==> config.mk <==
export PLATFORM = sky130hd
export DESIGN_NAME = stopwatch_lap
export DESIGN_NICKNAME = d
export VERILOG_FILES = /design/src/rtl/stopwatch_lap.sv
export SDC_FILE = /design/constraint.sdc
export NUM_CORES = 1
export LEC_CHECK = 0
export ABC_AREA = 1
export CAP_MARGIN = 0
export CORE_ASPECT_RATIO = 1.5
export CORE_MARGIN = 1.5
export CORE_UTILIZATION = 52
export DETAILED_ROUTE_END_ITERATION = 10
export GPL_TIMING_DRIVEN = 0
export PLACE_DENSITY = 0.67
export SLEW_MARGIN = 20
export SYNTH_ARGS = -nofsm -noshare
export SYNTH_HDL_FRONTEND = slang
export SYNTH_SLANG_ARGS = --single-unit
export TNS_END_PERCENT = 50
==> constraint.sdc <==
create_clock -name clk100MHz -period 4.2 [get_ports clk100MHz]
set_clock_uncertainty 0.1 [all_clocks]
set_input_delay 1.05 -clock clk100MHz [delete_from_list [all_inputs] [get_ports clk100MHz]]
set_output_delay 1.05 -clock clk100MHz [all_outputs]
set_load 0.005 [all_outputs]
==> src/rtl/stopwatch_lap.sv <==
// stopwatch_lap: N-digit BCD stopwatch with lap (split) capture, wrap or
// saturate overflow handling and a multiplexed common-anode 7-segment driver.
//
// Ports:
//   clk100MHz  in   single clock, rising edge
//   rst        in   asynchronous active-high reset
//   start      in   start/resume request (level, asynchronous)
//   stop       in   pause request (level, asynchronous)
//   lap        in   lap capture request (level, asynchronous)
//   clear      in   zero request (level, asynchronous)
//   sseg_ca    out  cathodes {g,f,e,d,c,b,a}, active-low, registered
//   sseg_an    out  anodes, active-low, an[0] = rightmost digit, registered
//   running    out  high in RUN and SPLIT, registered
//   overflow   out  sticky overflow flag, registered
module stopwatch_lap #(
  parameter int unsigned CLK_FREQ_HZ = 100_000_000,
  parameter int unsigned TICK_HZ     = 100,
  parameter int unsigned REFRESH_HZ  = 1000,
  parameter int unsigned DIGITS      = 4,
  parameter int unsigned WRAP        = 1
) (
  input  logic              clk100MHz,
  input  logic              rst,
  input  logic              start,
  input  logic              stop,
  input  logic              lap,
  input  logic              clear,
  output logic [6:0]        sseg_ca,
  output logic [DIGITS-1:0] sseg_an,
  output logic              running,
  output logic              overflow
);

  localparam int unsigned TICK_DIV = CLK_FREQ_HZ / TICK_HZ;
  localparam int unsigned SCAN_DIV = CLK_FREQ_HZ / REFRESH_HZ;
  localparam int unsigned TICK_W   = (TICK_DIV > 1) ? $clog2(TICK_DIV) : 1;
  localparam int unsigned SCAN_W   = (SCAN_DIV > 1) ? $clog2(SCAN_DIV) : 1;
  localparam int unsigned IDX_W    = (DIGITS > 1) ? $clog2(DIGITS) : 1;
  localparam bit          SATURATE = (WRAP == 0);

  typedef enum logic [1:0] {
    S_IDLE   = 2'd0,
    S_RUN    = 2'd1,
    S_PAUSED = 2'd2,
    S_SPLIT  = 2'd3
  } state_e;

  // Request bit order: {clear, start, lap, stop}
  logic [3:0] req;
  logic [3:0] sync1_q, sync2_q, sync3_q, evt_q;

  logic stop_ev, lap_ev, start_ev, clear_ev;

  state_e state_q, state_d;
  logic   counting, tick, all_nines, clear_go;

  logic [TICK_W-1:0]        tick_cnt_q;
  logic [DIGITS-1:0][3:0]   count_q, lap_q, count_inc, disp_val;

  logic [SCAN_W-1:0] scan_cnt_q;
  logic [IDX_W-1:0]  scan_idx_q;
  logic [3:0]        cur_digit;

  assign req = {clear, start, lap, stop};

  // Two-stage synchronizer followed by a registered rising-edge detector
  always_ff @(posedge clk100MHz or posedge rst) begin
    if (rst) begin
      sync1_q <= '0;
      sync2_q <= '0;
      sync3_q <= '0;
      evt_q   <= '0;
    end else begin
      sync1_q <= req;
      sync2_q <= sync1_q;
      sync3_q <= sync2_q;
      evt_q   <= sync2_q & ~sync3_q;
    end
  end

  // Only the highest-priority event of a cycle is allowed to act
  assign stop_ev  = evt_q[0];
  assign lap_ev   = evt_q[1] & ~evt_q[0];
  assign start_ev = evt_q[2] & ~(|evt_q[1:0]);
  assign clear_ev = evt_q[3] & ~(|evt_q[2:0]);

  assign counting = (state_q == S_RUN) || (state_q == S_SPLIT);
  assign tick     = counting && (tick_cnt_q == TICK_W'(TICK_DIV - 1));

  // Ripple-carry BCD increment; a carry out of the top digit means all-9s
  always_comb begin
    logic carry;
    count_inc = count_q;
    carry     = 1'b1;
    for (int i = 0; i < int'(DIGITS); i++) begin
      if (carry) begin
        if (count_q[i] == 4'd9) begin
          count_inc[i] = 4'd0;
        end else begin
          count_inc[i] = count_q[i] + 4'd1;
          carry        = 1'b0;
        end
      end
    end
    all_nines = carry;
  end

  // Next state; saturating overflow forces PAUSED regardless of events
  always_comb begin
    state_d = state_q;
    case (state_q)
      S_IDLE:   if (start_ev) state_d = S_RUN;
      S_RUN: begin
        if (stop_ev)     state_d = S_PAUSED;
        else if (lap_ev) state_d = S_SPLIT;
      end
      S_SPLIT:  if (stop_ev) state_d = S_PAUSED;
      S_PAUSED: begin
        if (start_ev)      state_d = S_RUN;
        else if (clear_ev) state_d = S_IDLE;
      end
      default:  state_d = S_IDLE;
    endcase
    if (SATURATE && tick && all_nines) state_d = S_PAUSED;
  end

  assign clear_go = (state_q == S_PAUSED) && (state_d == S_IDLE);

  // State, prescaler, count, lap register and status flags
  always_ff @(posedge clk100MHz or posedge rst) begin
    if (rst) begin
      state_q    <= S_IDLE;
      tick_cnt_q <= '0;
      count_q    <= '0;
      lap_q      <= '0;
      running    <= 1'b0;
      overflow   <= 1'b0;
    end else begin
      state_q <= state_d;
      running <= (state_d == S_RUN) || (state_d == S_SPLIT);

      // Prescaler holds in PAUSED so a partial tick resumes later
      if (clear_go) begin
        tick_cnt_q <= '0;
      end else if (counting) begin
        tick_cnt_q <= tick ? '0 : tick_cnt_q + TICK_W'(1);
      end

      if (clear_go) begin
        count_q <= '0;
      end else if (tick && !(SATURATE && all_nines)) begin
        count_q <= count_inc;
      end

      // Captures the pre-increment value when a tick coincides
      if (lap_ev && counting) lap_q <= count_q;

      if (clear_ev && ((state_q == S_IDLE) || clear_go)) begin
        overflow <= 1'b0;
      end else if (tick && all_nines) begin
        overflow <= 1'b1;
      end
    end
  end

  // Digit scan timebase
  always_ff @(posedge clk100MHz or posedge rst) begin
    if (rst) begin
      scan_cnt_q <= '0;
      scan_idx_q <= '0;
    end else if (scan_cnt_q == SCAN_W'(SCAN_DIV - 1)) begin
      scan_cnt_q <= '0;
      scan_idx_q <= (scan_idx_q == IDX_W'(DIGITS - 1)) ? '0 : scan_idx_q + IDX_W'(1);
    end else begin
      scan_cnt_q <= scan_cnt_q + SCAN_W'(1);
    end
  end

  assign disp_val = (state_q == S_SPLIT) ? lap_q : count_q;

  always_comb begin
    cur_digit = 4'd0;
    for (int i = 0; i < int'(DIGITS); i++) begin
      if (scan_idx_q == IDX_W'(i)) cur_digit = disp_val[i];
    end
  end

  function automatic logic [6:0] bcd_to_seg(input logic [3:0] d);
    case (d)
      4'd0:    bcd_to_seg = 7'b1000000;
      4'd1:    bcd_to_seg = 7'b1111001;
      4'd2:    bcd_to_seg = 7'b0100100;
      4'd3:    bcd_to_seg = 7'b0110000;
      4'd4:    bcd_to_seg = 7'b0011001;
      4'd5:    bcd_to_seg = 7'b0010010;
      4'd6:    bcd_to_seg = 7'b0000010;
      4'd7:    bcd_to_seg = 7'b1111000;
      4'd8:    bcd_to_seg = 7'b0000000;
      4'd9:    bcd_to_seg = 7'b0010000;
      default: bcd_to_seg = 7'b1111111;
    endcase
  endfunction

  // Registered segment/anode drive
  always_ff @(posedge clk100MHz or posedge rst) begin
    if (rst) begin
      sseg_ca <= 7'b1111111;
      sseg_an <= '1;
    end else begin
      sseg_ca <= bcd_to_seg(cur_digit);
      sseg_an <= ~(DIGITS'(1) << scan_idx_q);
    end
  end

endmodule
# Yosys cells after proc, flatten, opt, wreduce, memory -nomap -nowiden
# Memories as Yosys holds them, arrays and structs flattened. A register that Yosys moved wholly into a read port is not among the register bits.
# Index checks and enable logic that the tools add are counted.
dict set report op_classes {
  n_addsub 7
  n_eq_ne 14
  shifts 1
  n_mux 35
  n_bitwise 9
  n_reduce_logical 22
}
# op count
set op_table {}
lappend op_table {{20-bit 2-to-1 mux} 3}
lappend op_table {{16-bit 2-to-1 mux} 3}
lappend op_table {{4-bit 2-to-1 mux} 11}
lappend op_table {{20-bit by 1-bit adder with 20-bit output (second input constant)} 1}
lappend op_table {{20-bit equality test (second input constant)} 1}
lappend op_table {{17-bit by 1-bit adder with 17-bit output (second input constant)} 1}
lappend op_table {{17-bit equality test (second input constant)} 1}
lappend op_table {{17-bit 2-to-1 mux} 1}
lappend op_table {{4-bit by 1-bit adder with 4-bit output (second input constant)} 4}
lappend op_table {{4-bit equality test (second input constant)} 4}
lappend op_table {{2-bit 2-to-1 mux} 7}
lappend op_table {{2-bit nonzero test} 6}
lappend op_table {{2-bit equality test (second input constant)} 5}
lappend op_table {{1-bit 2-to-1 mux} 9}
lappend op_table {{4-bit NOT} 2}
lappend op_table {{2-bit one-hot mux with 4 select lines} 1}
lappend op_table {{2-bit by 1-bit equality test with 1-bit output (second input constant)} 3}
lappend op_table {{2-bit zero test} 3}
lappend op_table {{2-bit AND reduction} 3}
lappend op_table {{1-bit logical AND} 5}
lappend op_table {{4-bit AND} 1}
lappend op_table {{1-bit by 2-bit << shifter with 4-bit output (first input constant)} 1}
lappend op_table {{1-bit AND} 3}
lappend op_table {{1-bit logical OR} 3}
lappend op_table {{4 further kinds} 6}
dict set report totals {
  register_bits 95
  romBits 112
  input_bits 6
  out_inout_bits 13
  wordCells 108
  n_memories 1
}
# name words word_bits read_ports rd_ports_with_merged_regs wr line_no
set mem_list {}
lappend mem_list {{(name not given)} 16 7 1 1 0 189} ;# case (d)

# Longest topological paths before layout
dict set report depth {
  ltp_word 11
  mapped_depth 16
  ltp_nobuf 16
}

# Least setup slack after synthesis
# Ideal clock, no wire load.
dict set report synth_timing {
  kind {register -> register}
  start {reg scan_idx_q[0]}
  end {reg sseg_ca[3]}
  setup_time_ns 0.081
  t_arrival_ns 1.854
  required_ns 4.019
  path_slack_ns 2.165
  stages_incl_launch_ff 15
  path_buffers 0
  period_less_slack_ns 2.035
  path_cell_list {dfrtp_1 ha_1 nor2_1 nand3_1 nand2_1 nand2_1 nand2_1 nand2_1 nand2_2 inv_1 ha_1 inv_1 nand2_1 nand3_1 nand2_1}
}
dict set report synth_between {
  elab_chain_cells 5
  elab_cells_between_ends 8
  cone_classes {3 x eq/ne; 4 x mux; 1 x reduce/logical}
}
# element line_no
set synth_rtl {}
lappend synth_rtl {{start: declaration} 61} ;# logic [IDX_W-1:0] scan_idx_q;
lappend synth_rtl {{start signal: assignment} 173} ;# scan_idx_q <= (scan_idx_q == IDX_W'(DIGITS - 1)) ? '0 : scan_idx_q + IDX_W'(1);
lappend synth_rtl {{2-bit zero test} 184} ;# if (scan_idx_q == IDX_W'(i)) cur_digit = disp_val[i];
lappend synth_rtl {{4-bit 2-to-1 mux (3 in a row)} 184}
lappend synth_rtl {{4-bit 2-to-1 mux *} 184}
lappend synth_rtl {{end: declaration} 28} ;# output logic [6:0] sseg_ca,
# Mark *: on every way between the ends. The rest lies on a longest branch, timed or not.
# A chain may end at the register's enable or synchronous reset.

# Worst setup path after layout
dict set report layout_timing {
  start {reg sseg_ca[6]}
  end {out sseg_ca[6]}
}
# No word-level cell between the ends.

==> impl_metrics.toml <==
[outcome]
run_status = "finished, final reports clean"

[cts]
ctsLongestPathBuffers = 2
cts.repair.resized = 0
ctsHoldBuffers = 0
clock_sink_count = 102
cts_tree = "done"
inserted_clock_buffers = 9
htree_num_levels = 3
insertion_delay_ns = 0.34
clockRootBuffer = "sky130_fd_sc_hd__clkbuf_16"
clkSlewWorstSetupHoldPaths_ns = 0.07
postCtsSetupBuffers = 0

[yosys]
avgSynthCellArea_um2 = 8.11
ys_seq_elements = 102
post_synth_inst_count = 663
postSynthNetCount = 688
synth_cell_area_um2 = 5380
asyncSetResetFlopFracSynth_pct = 100
synth_edf_count = 0
yosys_warning_count = 0
ys_seq_area_share_pct = 47.7
synth_ff_type = "sky130_fd_sc_hd__dfrtp_1"
synth_cell_types = 43

[global_route]
first_global_vias = 4430
grt_max_degree = 70
grt_util_all_layers_pct = 23.0
grt_first_pass_wirelength_mm = 20.3
number_of_antenna_violations_at_the_first_check_in_global_routing = 0
gr-total-overflow = 0

[placement]
io_buffers = 18
placed_cell_area_um2 = 5730
place_worst_setup_slack_ns = 1.77
dp.cells = 799
place_hpwl_mm = 8.34
globalplace.congestion = 0.935

[finish]
final_core_util_pct = 60.1
final_layout_size_suffix_gt1_share_pct = 9.31
multi_input_comb_area_um2 = 2340
post_layout_nonfiller_instances = 815
insertedDiodeCount = 0
fill_cells = 917
finish.net_count = 718
flow.area_growth_from_synthesis_pct = 12.7
final-seq-area_um2 = 2570
final_area_um2 = 6060

[setup_path]
crit_path_start_kind = "flop"
worst-path-buf-inv = 1
critical_path.slowest_cell = "sky130_fd_sc_hd__dfstp_2"
cpPeakStageDelay_ns = 0.52
timing.rr.start = "scan_idx_q[1]$_DFFE_PP0N_"
critical_path.top_delay_family = "flip-flops"
cp_data_required_time_ns = 3.05
cp_data_arrival_time_ns = 1.34
r2r_cells = 15
cp-startpoint = "sseg_ca[6]$_DFF_PP1_"
critical_path.endpoint_type = "primary output"
setup.worst_path.end = "sseg_ca[6]"
crit_fanout = 1
regToRegSetupSlack_ns = 1.79
setup.worst_path.class = "reg2out"
reg2reg_to = "sseg_ca[3]$_DFF_PP1_"
timing.critical_path.cells = "clkdlybuf4s50_1"
critical_path_depth = 1

[power]
power.density_nw_per_um2 = 404
ir_drop_mv = 0.226
comb_power_share_pct = 17.0
power.clock.fraction_pct = 36.5
p_sw_share_pct = 26.7
p_int_mw = 1.79
p_leak_nw = 2.90
switchingPower_uw = 654
power.share.sequential_pct = 46.4
power.total_mw = 2.45

[timing]
max_clock_freq_mhz = 401
finalSetupViolCount = 0
slew-limit-headroom_pct = 54.4
timing.setup.tns_ns = 0
timing.final.hold_violations = 0
timing.final.crit_share_pct = 59.3
rsz_0062_raised_after_global_routing = "no"
slew_violations = 0
layout_min_cycle_time_ns = 2.49
worstMarginPinSlew_ns = 0.678
setup_ws_ns = 1.71
finalHoldWorstSlack_ns = 0.249

[route]
detail_route.wl_per_cell_um = 14.0
drt_drc_violations_left = 0
drt-total-wl_mm = 11.4
detailroute.wirelength.met3_um = 266
antenna_violating_nets_left = 0
number_of_design_rule_violations_left_by_the_first_detailed_router_iteration = 256
routed_via_density = 5.34
met1Wirelength_mm = 4.78
maxUsedRoutingLayer = "met4"
drt_first_pass_iters = 5
via_count = 4354
dr_wl_met2_mm = 6.07

[floorplan]
pin_count = 19
design.die.area_um2 = 11000
effective_utilization_at_floorplan_pct = 53.3
die_h_um = 128
die_w_um = 86.0
design.core.area_um2 = 10100
placement_rows = 45

[worst_hold_path]
min_path_type = "reg2reg"

[job]
maxCapViolations = 0
## synthesized netlist by cell type (2+ instances only)
master	n	area [µm²]
sky130_fd_sc_hd__a21oi_1	14	70.1
sky130_fd_sc_hd__a21oi_2	2	17.5
sky130_fd_sc_hd__and3_1	2	12.5
sky130_fd_sc_hd__buf_2	3	15.0
sky130_fd_sc_hd__buf_4	3	22.5
sky130_fd_sc_hd__buf_6	3	33.8
sky130_fd_sc_hd__clkbuf_1	3	11.3
sky130_fd_sc_hd__clkinv_1	2	7.51
sky130_fd_sc_hd__dfrtp_1	91	2280
sky130_fd_sc_hd__dfstp_2	11	289
sky130_fd_sc_hd__ha_1	19	238
sky130_fd_sc_hd__inv_1	94	353
sky130_fd_sc_hd__inv_2	5	18.8
sky130_fd_sc_hd__nand2_1	149	559
sky130_fd_sc_hd__nand2_2	6	37.5
sky130_fd_sc_hd__nand3_1	57	285
sky130_fd_sc_hd__nand3b_1	4	30.0
sky130_fd_sc_hd__nand4_1	18	113
sky130_fd_sc_hd__nor2_1	66	248
sky130_fd_sc_hd__nor3_1	17	85.1
sky130_fd_sc_hd__nor3_2	3	30.0
sky130_fd_sc_hd__nor4_1	4	25.0
sky130_fd_sc_hd__o211ai_2	2	25.0
sky130_fd_sc_hd__o21ai_0	34	170
sky130_fd_sc_hd__o21ai_1	13	65.1
sky130_fd_sc_hd__o22ai_1	3	18.8
sky130_fd_sc_hd__or2_2	2	12.5
sky130_fd_sc_hd__xnor2_1	2	17.5
sky130_fd_sc_hd__xor2_1	17	149
## metal layers
metal / global-route usage [%] / vias to the layer above
li1: - / 2184
met1: 27.2 / 2060
met2: 41.1 / 89
met3: 3.29 / 21
met4: 10.1 / 0
met5: 0 / -
## registers in the layout (all words and copies together), names as in the netlist, 7 cells and up
register,cells
tick_cnt_q,20
scan_cnt_q,17
lap_q,16
count_q,16
sseg_ca,7
## logic make-up (layout without fill, tap and decap cells)
| kind of cell | Yosys count | count (layout) | share of synthesized area [%] |
|---|---|---|---|
| buf+inv | 114 | 149 | 8.66 |
| xor+xnor | 19 | 19 | 3.10 |
| flops | 102 | 102 | 47.7 |
| simple gates | 334 | 334 | 28.0 |
| mux | 1 | 1 | 0.209 |
| fa+ha+maj | 19 | 19 | 4.42 |
| compound gates | 74 | 74 | 7.82 |
## power by group through the flow
stage / Combinational (mW) / Clock (mW) / Sequential, mW
after floorplan: 0.275 / 0 / 1.14
after global placement: 0.403 / 0 / 1.15
after detailed placement: 0.419 / 0 / 1.15
after CTS: 0.420 / 0.914 / 1.14
after global routing: 0.477 / 0.949 / 1.14
final: 0.417 / 0.893 / 1.14
## worst min path at each step
| stage | from | end | slack (ns) | depth (start not counted) |
|---|---|---|---|---|
| 2_1_floorplan | sync1_q[0]$_DFF_PP0_ | sync2_q[0]$_DFF_PP0_ | 0.23 | 0 |
| 3_3_place_gp | sync1_q[1]$_DFF_PP0_ | sync2_q[1]$_DFF_PP0_ | 0.23 | 0 |
| 3_5_place_dp | sync1_q[3]$_DFF_PP0_ | sync2_q[3]$_DFF_PP0_ | 0.24 | 0 |
| 4_1_cts | sync1_q[2]$_DFF_PP0_ | sync2_q[2]$_DFF_PP0_ | 0.25 | 0 |
| 5_1_grt | sync1_q[2]$_DFF_PP0_ | sync2_q[2]$_DFF_PP0_ | 0.26 | 0 |
| 6_report | sync1_q[2]$_DFF_PP0_ | sync2_q[2]$_DFF_PP0_ | 0.25 | 0 |
## cell type report
class	count	area share, %
Buffer	13	1.43
Clock buffer	11	4.01
Clock inverter	5	1.34
Inverter	101	6.34
Multi-Input combinational cell	447	38.7
Sequential cell	102	42.4
Tap cell	117	2.42
Timing Repair Buffer	19	3.43
## layout by cell type, fill, tap and decap left out, drive strengths merged, types with 2 or more instances in the layout
cell / synthesis / routed
nor3: 20 / 20
clkdlybuf4s50: 0 / 18
nand3: 57 / 57
xor2: 17 / 17
clkinv: 2 / 3
nor4: 5 / 5
or2: 2 / 2
o22ai: 3 / 3
inv: 99 / 100
o21ai: 49 / 49
nand3b: 4 / 4
dfstp: 11 / 11
clkbuf: 3 / 14
nor2: 68 / 68
and3: 2 / 2
o211ai: 3 / 3
ha: 19 / 19
bufinv: 0 / 2
buf: 10 / 11
nand4: 19 / 19
xnor2: 2 / 2
dfrtp: 91 / 91
a21oi: 16 / 16
nand2: 156 / 156
Note: power is estimated with default switching activity, not from simulation.
